File: config.mk
export PLATFORM = sky130hd
export DESIGN_NAME = cpu_run_monitor
export DESIGN_NICKNAME = d
export VERILOG_FILES = /design/src/rtl/cpu_run_monitor.sv
export SDC_FILE = /design/constraint.sdc
export NUM_CORES = 1
export LEC_CHECK = 0
export ABC_AREA = 1
export ABC_CLOCK_PERIOD_IN_PS = 1600
export BUFFER_PORTS_ARGS = -buffer_cell sky130_fd_sc_hd__buf_2
export CORE_AREA = 2 2 179 181
export DETAILED_ROUTE_END_ITERATION = 12
export DIE_AREA = 0 0 181 183
export PLACE_DENSITY = 0.64
export SLEW_MARGIN = 40
export SYNTH_ARGS = -nofsm -noshare
export SYNTH_HDL_FRONTEND = slang
export SYNTH_SLANG_ARGS = --single-unit
File: constraint.sdc
create_clock -name clk -period 1.6 [get_ports clk]
set_input_delay 0.32 -clock clk [delete_from_list [all_inputs] [get_ports clk]]
set_output_delay 0.32 -clock clk [all_outputs]
set_load 0.01 [all_outputs]
File: src/rtl/cpu_run_monitor.sv
// Run controller and register self-checker for the single-cycle RISC-V core.
// Releases CPU reset, watches retired writes, detects halt/timeout and issues one verdict.
//
// state | meaning
// HOLD  | CPU held in reset for RST_CYCLES cycles
// RUN   | CPU running; counting cycles/commits, capturing watched registers
// CHECK | CPU frozen; compare shadows against expected values
// DONE  | verdict latched until start drops
module cpu_run_monitor #(
  parameter int          DATA_W     = 32,
  parameter int          NUM_CH     = 4,
  parameter int          RST_CYCLES = 2,
  parameter int          TIMEOUT    = 300,
  parameter int          STALL_LIM  = 4,
  parameter logic [31:0] HALT_INSTR = 32'h00100073
) (
  input  logic                     clk,
  input  logic                     start,
  input  logic [DATA_W-1:0]        pc_i,
  input  logic [31:0]              instr_i,
  input  logic                     rf_wen,
  input  logic [4:0]               rf_waddr,
  input  logic [DATA_W-1:0]        rf_wdata,
  input  logic [5*NUM_CH-1:0]      watch_idx,
  input  logic [DATA_W*NUM_CH-1:0] exp_data,
  output logic                     cpu_rst_n,
  output logic                     done,
  output logic                     pass,
  output logic                     fail,
  output logic                     timeout,
  output logic [NUM_CH-1:0]        mismatch,
  output logic [15:0]              cycle_cnt,
  output logic [15:0]              commit_cnt
);

  localparam int HW = (RST_CYCLES > 1) ? $clog2(RST_CYCLES) : 1;
  localparam int SW = (STALL_LIM > 1) ? $clog2(STALL_LIM) : 1;

  typedef enum logic [1:0] {HOLD, RUN, CHECK, DONE} state_t;

  state_t              state;
  logic [HW-1:0]       hold_cnt;
  logic [SW-1:0]       stall_cnt;
  logic [SW-1:0]       stall_nxt;
  logic [DATA_W-1:0]   pc_prev;
  logic [DATA_W-1:0]   shadow [NUM_CH];
  logic [NUM_CH-1:0]   mis_nxt;
  logic                halt;
  logic                commit;
  logic                tmo;

  // Stall count saturates at the halt threshold so a long self-loop cannot wrap.
  always_comb begin
    stall_nxt = '0;
    if (pc_i == pc_prev) begin
      if (stall_cnt == SW'(STALL_LIM - 1)) stall_nxt = stall_cnt;
      else                                 stall_nxt = stall_cnt + SW'(1);
    end
  end

  assign halt   = (instr_i == HALT_INSTR) || (stall_nxt == SW'(STALL_LIM - 1));
  assign commit = rf_wen && (rf_waddr != 5'd0);
  assign tmo    = (cycle_cnt == 16'(TIMEOUT - 1));

  always_comb begin
    mis_nxt = '0;
    for (int k = 0; k < NUM_CH; k++)
      mis_nxt[k] = (shadow[k] != exp_data[k*DATA_W +: DATA_W]);
  end

  always_ff @(posedge clk or negedge start) begin
    if (!start) begin
      state      <= HOLD;
      hold_cnt   <= '0;
      stall_cnt  <= '0;
      pc_prev    <= '0;
      cpu_rst_n  <= 1'b0;
      done       <= 1'b0;
      pass       <= 1'b0;
      fail       <= 1'b0;
      timeout    <= 1'b0;
      mismatch   <= '0;
      cycle_cnt  <= '0;
      commit_cnt <= '0;
      for (int k = 0; k < NUM_CH; k++) shadow[k] <= '0;
    end else begin
      case (state)
        HOLD: begin
          hold_cnt <= hold_cnt + HW'(1);
          pc_prev  <= pc_i;
          if (hold_cnt == HW'(RST_CYCLES - 1)) begin
            state     <= RUN;
            cpu_rst_n <= 1'b1;
          end
        end
        RUN: begin
          pc_prev   <= pc_i;
          stall_cnt <= stall_nxt;
          if (cycle_cnt != 16'hFFFF) cycle_cnt <= cycle_cnt + 16'd1;
          if (commit) begin
            if (commit_cnt != 16'hFFFF) commit_cnt <= commit_cnt + 16'd1;
            for (int k = 0; k < NUM_CH; k++)
              if (watch_idx[5*k +: 5] == rf_waddr) shadow[k] <= rf_wdata;
          end
          // Halt takes priority over a timeout landing on the same cycle.
          if (halt) begin
            state     <= CHECK;
            cpu_rst_n <= 1'b0;
          end else if (tmo) begin
            state     <= DONE;
            cpu_rst_n <= 1'b0;
            done      <= 1'b1;
            fail      <= 1'b1;
            timeout   <= 1'b1;
          end
        end
        CHECK: begin
          mismatch <= mis_nxt;
          pass     <= ~|mis_nxt;
          fail     <= |mis_nxt;
          done     <= 1'b1;
          state    <= DONE;
        end
        DONE: begin
        end
        default: state <= HOLD;
      endcase
    end
  end

endmodule

## Word-level counts from Yosys, hierarchy flattened

Index checks and enable logic that the tools add are counted.

- $add $sub $neg: 4
- Eq/ne operators: 21
- Mux-type cells: 14
- Bitwise logic cells: 1
- Reductions and logical operators: 20

Operators by type and width:

| cell | count |
|---|---|
| != test 32 bit | 4 |
| adder 16 x 1 -> 16 bit (second input constant) | 2 |
| equality test 32 x 21 -> 1 bit (second input constant) | 1 |
| equality test 32 bit | 1 |
| != test 16 bit (second input constant) | 2 |
| AND reduction 3 bit | 9 |
| equality test 5 bit | 4 |
| equality test 16 x 9 -> 1 bit (second input constant) | 1 |
| 2-to-1 mux 2 bit | 5 |
| equality test 2 bit (second input constant) | 3 |
| != test 2 bit (second input constant) | 3 |
| case mux 1 bit (2 select lines) | 3 |
| case mux 2 bit (3 select lines) | 1 |
| 2-to-1 mux 1 bit | 5 |
| nonzero test 5 bit | 1 |
| nonzero test 2 bit | 2 |
| OR reduction 4 bit | 1 |
| != test 3 bit (second input constant) | 1 |
| nonzero test 3 bit | 1 |
| adder 2 x 1 -> 2 bit (second input constant) | 1 |
| equality test 2 x 1 -> 1 bit (second input constant) | 1 |
| zero test 2 bit | 1 |
| AND reduction 2 bit | 1 |
| OR reduction 2 bit | 1 |
| 5 further kinds | 5 |

- Register bits: 206
- Bits of input ports: 252
- Output and inout bits: 41
- Word-level logic and storage cells: 76

## Longest topological paths before layout

- Word-level depth: 7
- Depth in mapped cells: 12
- Mapped depth without buffers: 12

## Worst setup path after synthesis

Ideal clock, no wire load.

- Kind: reg2reg
- From: register state[1]
- To: register pc_prev[10]
- Setup time: 0.125 ns
- Arrival time: 1.593 ns
- Required time: 1.475 ns
- Path slack: -0.118 ns
- Cell stages (with the launch flop): 6
- Buffers on the path: 1
- Clock period less this slack: 1.718 ns
- Cell sequence: dfrtp_1 -> inv_1 -> ha_1 -> nor2_1 -> buf_2 -> mux2_2

- Word-level cells in the longest chain between the ends: 2
- Elaborated cells on any way between the ends: 3
- Those cells by class: eq/ne (1); reduce/logical (2)

Ends and longest elaborated chain:

| item | RTL line | RTL |
|---|---|---|
| start, declared | 41 | `state_t state;` |
| start signal, assigned | 73 | `state <= HOLD;` |
| start signal, assigned | 92 | `state <= RUN;` |
| start signal, assigned | 107 | `state <= CHECK;` |
| equality test 2 x 1 -> 1 bit or zero test 2 bit (tied branches) | 87 | `case (state)` |
| OR reduction 2 bit (no line) (*) | -- |  |
| end signal, assigned | 90 | `pc_prev <= pc_i;` |
| end signal, assigned | 97 | `pc_prev <= pc_i;` |
| end, declared | 45 | `logic [DATA_W-1:0] pc_prev;` |

Every way passes the cells marked *; elsewhere a longest branch is shown, timed or not.
A chain may end at the register's enable or synchronous reset.

## Final worst setup path

- From: register state[0]
- To: register pc_prev[6]

The elaborated chain is that of the path after synthesis.

==> qor.yml <==
outcome: "finished with violations"
violations: "setup timing"
nets: 1977
wl_mm: 38.1
finalHoldViolCount: 0
cts_root_buffer: "clkbuf_16"
fill_cells: 2839
startpoint: "state[0]"
multi_input_area_um2: 6050
crit_end: "pc_prev[6]"
final_common_cell: "buf_2"
ys.flop_type: "dfrtp_1"
drtPass1Iterations: 4
skew_ns: 0.00878
clkLatencyLatePin_ns: 0.52
syn_nets: 1567
reg2reg_slack_ns: -0.12
crit_fanout: 7
p_leak_nw: 8.05
port_buffers: 292
synth-edff-count: 0
fmax_mhz: 582
setup_viol: 88
synth_cells: 1309
ant_nets: 0
rsz0062_at_grt: "true"
worst_slack_ns: -0.119
die_area_um2: 33100
r2r_end: "pc_prev[6]"
ys_types: 31
p_per_area_nw_per_um2: 1180
io-pin-count: 293
die_width_um: 181
synth_area_um2: 10800
final_max_slew_viol_count: 0
seq_area_frac_synth: 0.476
reg2reg_depth: 7
yosysWarnings: 0
synth_area_leaders: "dfrtp_1, nand2_1, xnor2_1, o21ai_0, inv_1"
synth_seq_cells: 206
fin_crit_sh: 1.07
gr-total-overflow: 0
drc: 0
slew_headroom: 0.481
grt_pass1_vias: 9513
wl_per_cell_um: 17.8
crit_required_ns: 2.01
post-route-min-period_ns: 1.72
grt_max_degree: 65
viasPerCell: 4.79
mostFrequentLayoutCells: "buf_2, nand2_1, dfrtp_1, inv_1, xnor2_1"
rows: 65
coreArea_um2: 31200
cts_tree: "yes"
synth_top_area_frac: 0.476
r2r-start: "state[0]"
start_util: 0.347
cts_buffers: 26
grt_pass1_wl_mm: 49.2
cts.clk_slew.worst_paths_ns: 0.06
cts_max_path_buffers: 3
min-delay-start: "pc_i[30]"
place_congestion: 0.870
grt.total_usage: 0.186
drtIter0Drc: 500
antenna_found_initial: 10
hold_slack_ns: 0.0626
async_reset_ff_frac: 1.00
syn_avg_cell_area_um2: 8.27
critPathArrivalTime_ns: 2.13
htree_levels: 1
yosys.area.top_type: "dfrtp_1"
tightest_slew_ns: 0.775
drive_gt1_frac: 0.432
max-vdd-ir-drop_v: 0.000754
dieHeight_um: 183
drv_cap: 0
register_area_um2: 5160
clock_sinks: 206
pre_cts_ws_ns: -0.267
worstSetupStartpointType: "flip-flop"
via_count: 10300
critical_path_class: "flip-flop to flip-flop"
endpoint_kind: "flip-flop"
areaGrowthSynthToFinish_pct: 52.3
place_hpwl_mm: 23.0
min_path_type: "input pin to flip-flop"
## power by group
group          leakage [nW]  internal [W]  switching, W
sequential             2.58       0.00644       0.00117
combinational          4.99       0.00269       0.00243
clock                 0.482       0.00439       0.00235
## final cells by class
cell class	count	share of cell area
tap	402	0.0305
multi-input combinational	909	0.367
clock buffer	36	0.0455
inverter	158	0.0363
timing repair buffer	418	0.194
sequential	206	0.313
clock inverter	12	0.0144
antenna	2	0.000304
## registers in the layout (all words and copies together) (netlist names)
signal      cells
stall_cnt       2
timeout         1
pass            1
state           2
pc_prev        32
fail            1
cpu_rst_n       1
cycle_cnt      16
done            1
mismatch        4
hold_cnt        1
shadow        128
commit_cnt     16
## timing repair
item / in CTS / in global routing
hold endpoints to repair: 35 / 0
setup endpoints to repair: 154 / 149
buffers inserted: 8 / 16
pin swaps: 19 / 40
hold buffers: 1 / 0
gates cloned: 4 / 30
resized for setup: 41 / 435
## worst max-delay path: stages, from the launching register on
cell	delay, ns
dfrtp_1	0.41
ha_4	0.19
buf_6	0.12
buf_12	0.12
nor2_4	0.11
buf_6	0.14
clkbuf_16	0.17
mux2_2	0.33
## cells by family (layout without fill, tap and decap cells)
group | after synthesis | after routing | share of synthesized area
AO/OA/AOI/OAI | 165 | 165 | 0.0766
XOR/XNOR | 150 | 150 | 0.121
adder cells (fa/ha/maj) | 6 | 6 | 0.00694
buffers and inverters | 195 | 624 | 0.0723
flip-flops | 206 | 206 | 0.476
multiplexers | 23 | 23 | 0.0239
other | 0 | 2 | 0
AND/OR/NAND/NOR | 564 | 565 | 0.223
## worst min-delay path by stage
stage	end	slack (ns)	cells after the start
CTS	pc_prev[11]	0.03	2
floorplan	commit_cnt[0]	0.02	0
global route	pc_prev[19]	0.04	2
detailed placement	commit_cnt[10]	0.31	1
global placement	commit_cnt[10]	0.30	1
finish	pc_prev[30]	0.06	2
## stage by stage
step	power, W	utilization	area, µm²	TNS, ns	instances
after floorplan	0.00987	-	10800	-0.0556	1309
after global placement	0.0113	0.425	13300	-2.22	2034
after detailed placement	0.0115	0.425	13300	-4.21	2034
after CTS	0.0184	0.468	14600	-0.0656	2095
after global routing	0.0206	0.528	16500	-13.40	2142
final	0.0195	0.528	16500	-3.73	2143
## cells in the mapped netlist (13+ instances only)
cell type / number
nand2_1: 344
dfrtp_1: 206
inv_1: 156
o21ai_0: 143
nor2_1: 103
xnor2_1: 98
xor2_1: 52
nand3_1: 38
mux2_2: 23
buf_2: 22
nand4_1: 21
or2_2: 15
nor3_1: 13
## per-layer routing
layer / part of all wire / vias to the layer above / wire length, µm / GRT usage
met5: 0.0021 / - / 80 / 0
met4: 0.023 / 12 / 890 / 0.0423
met3: 0.074 / 64 / 2830 / 0.0459
met2: 0.49 / 359 / 18800 / 0.313
met1: 0.41 / 4879 / 15500 / 0.243
li1: - / 4956 / - / -
Note: power is estimated with default switching activity, not from simulation.
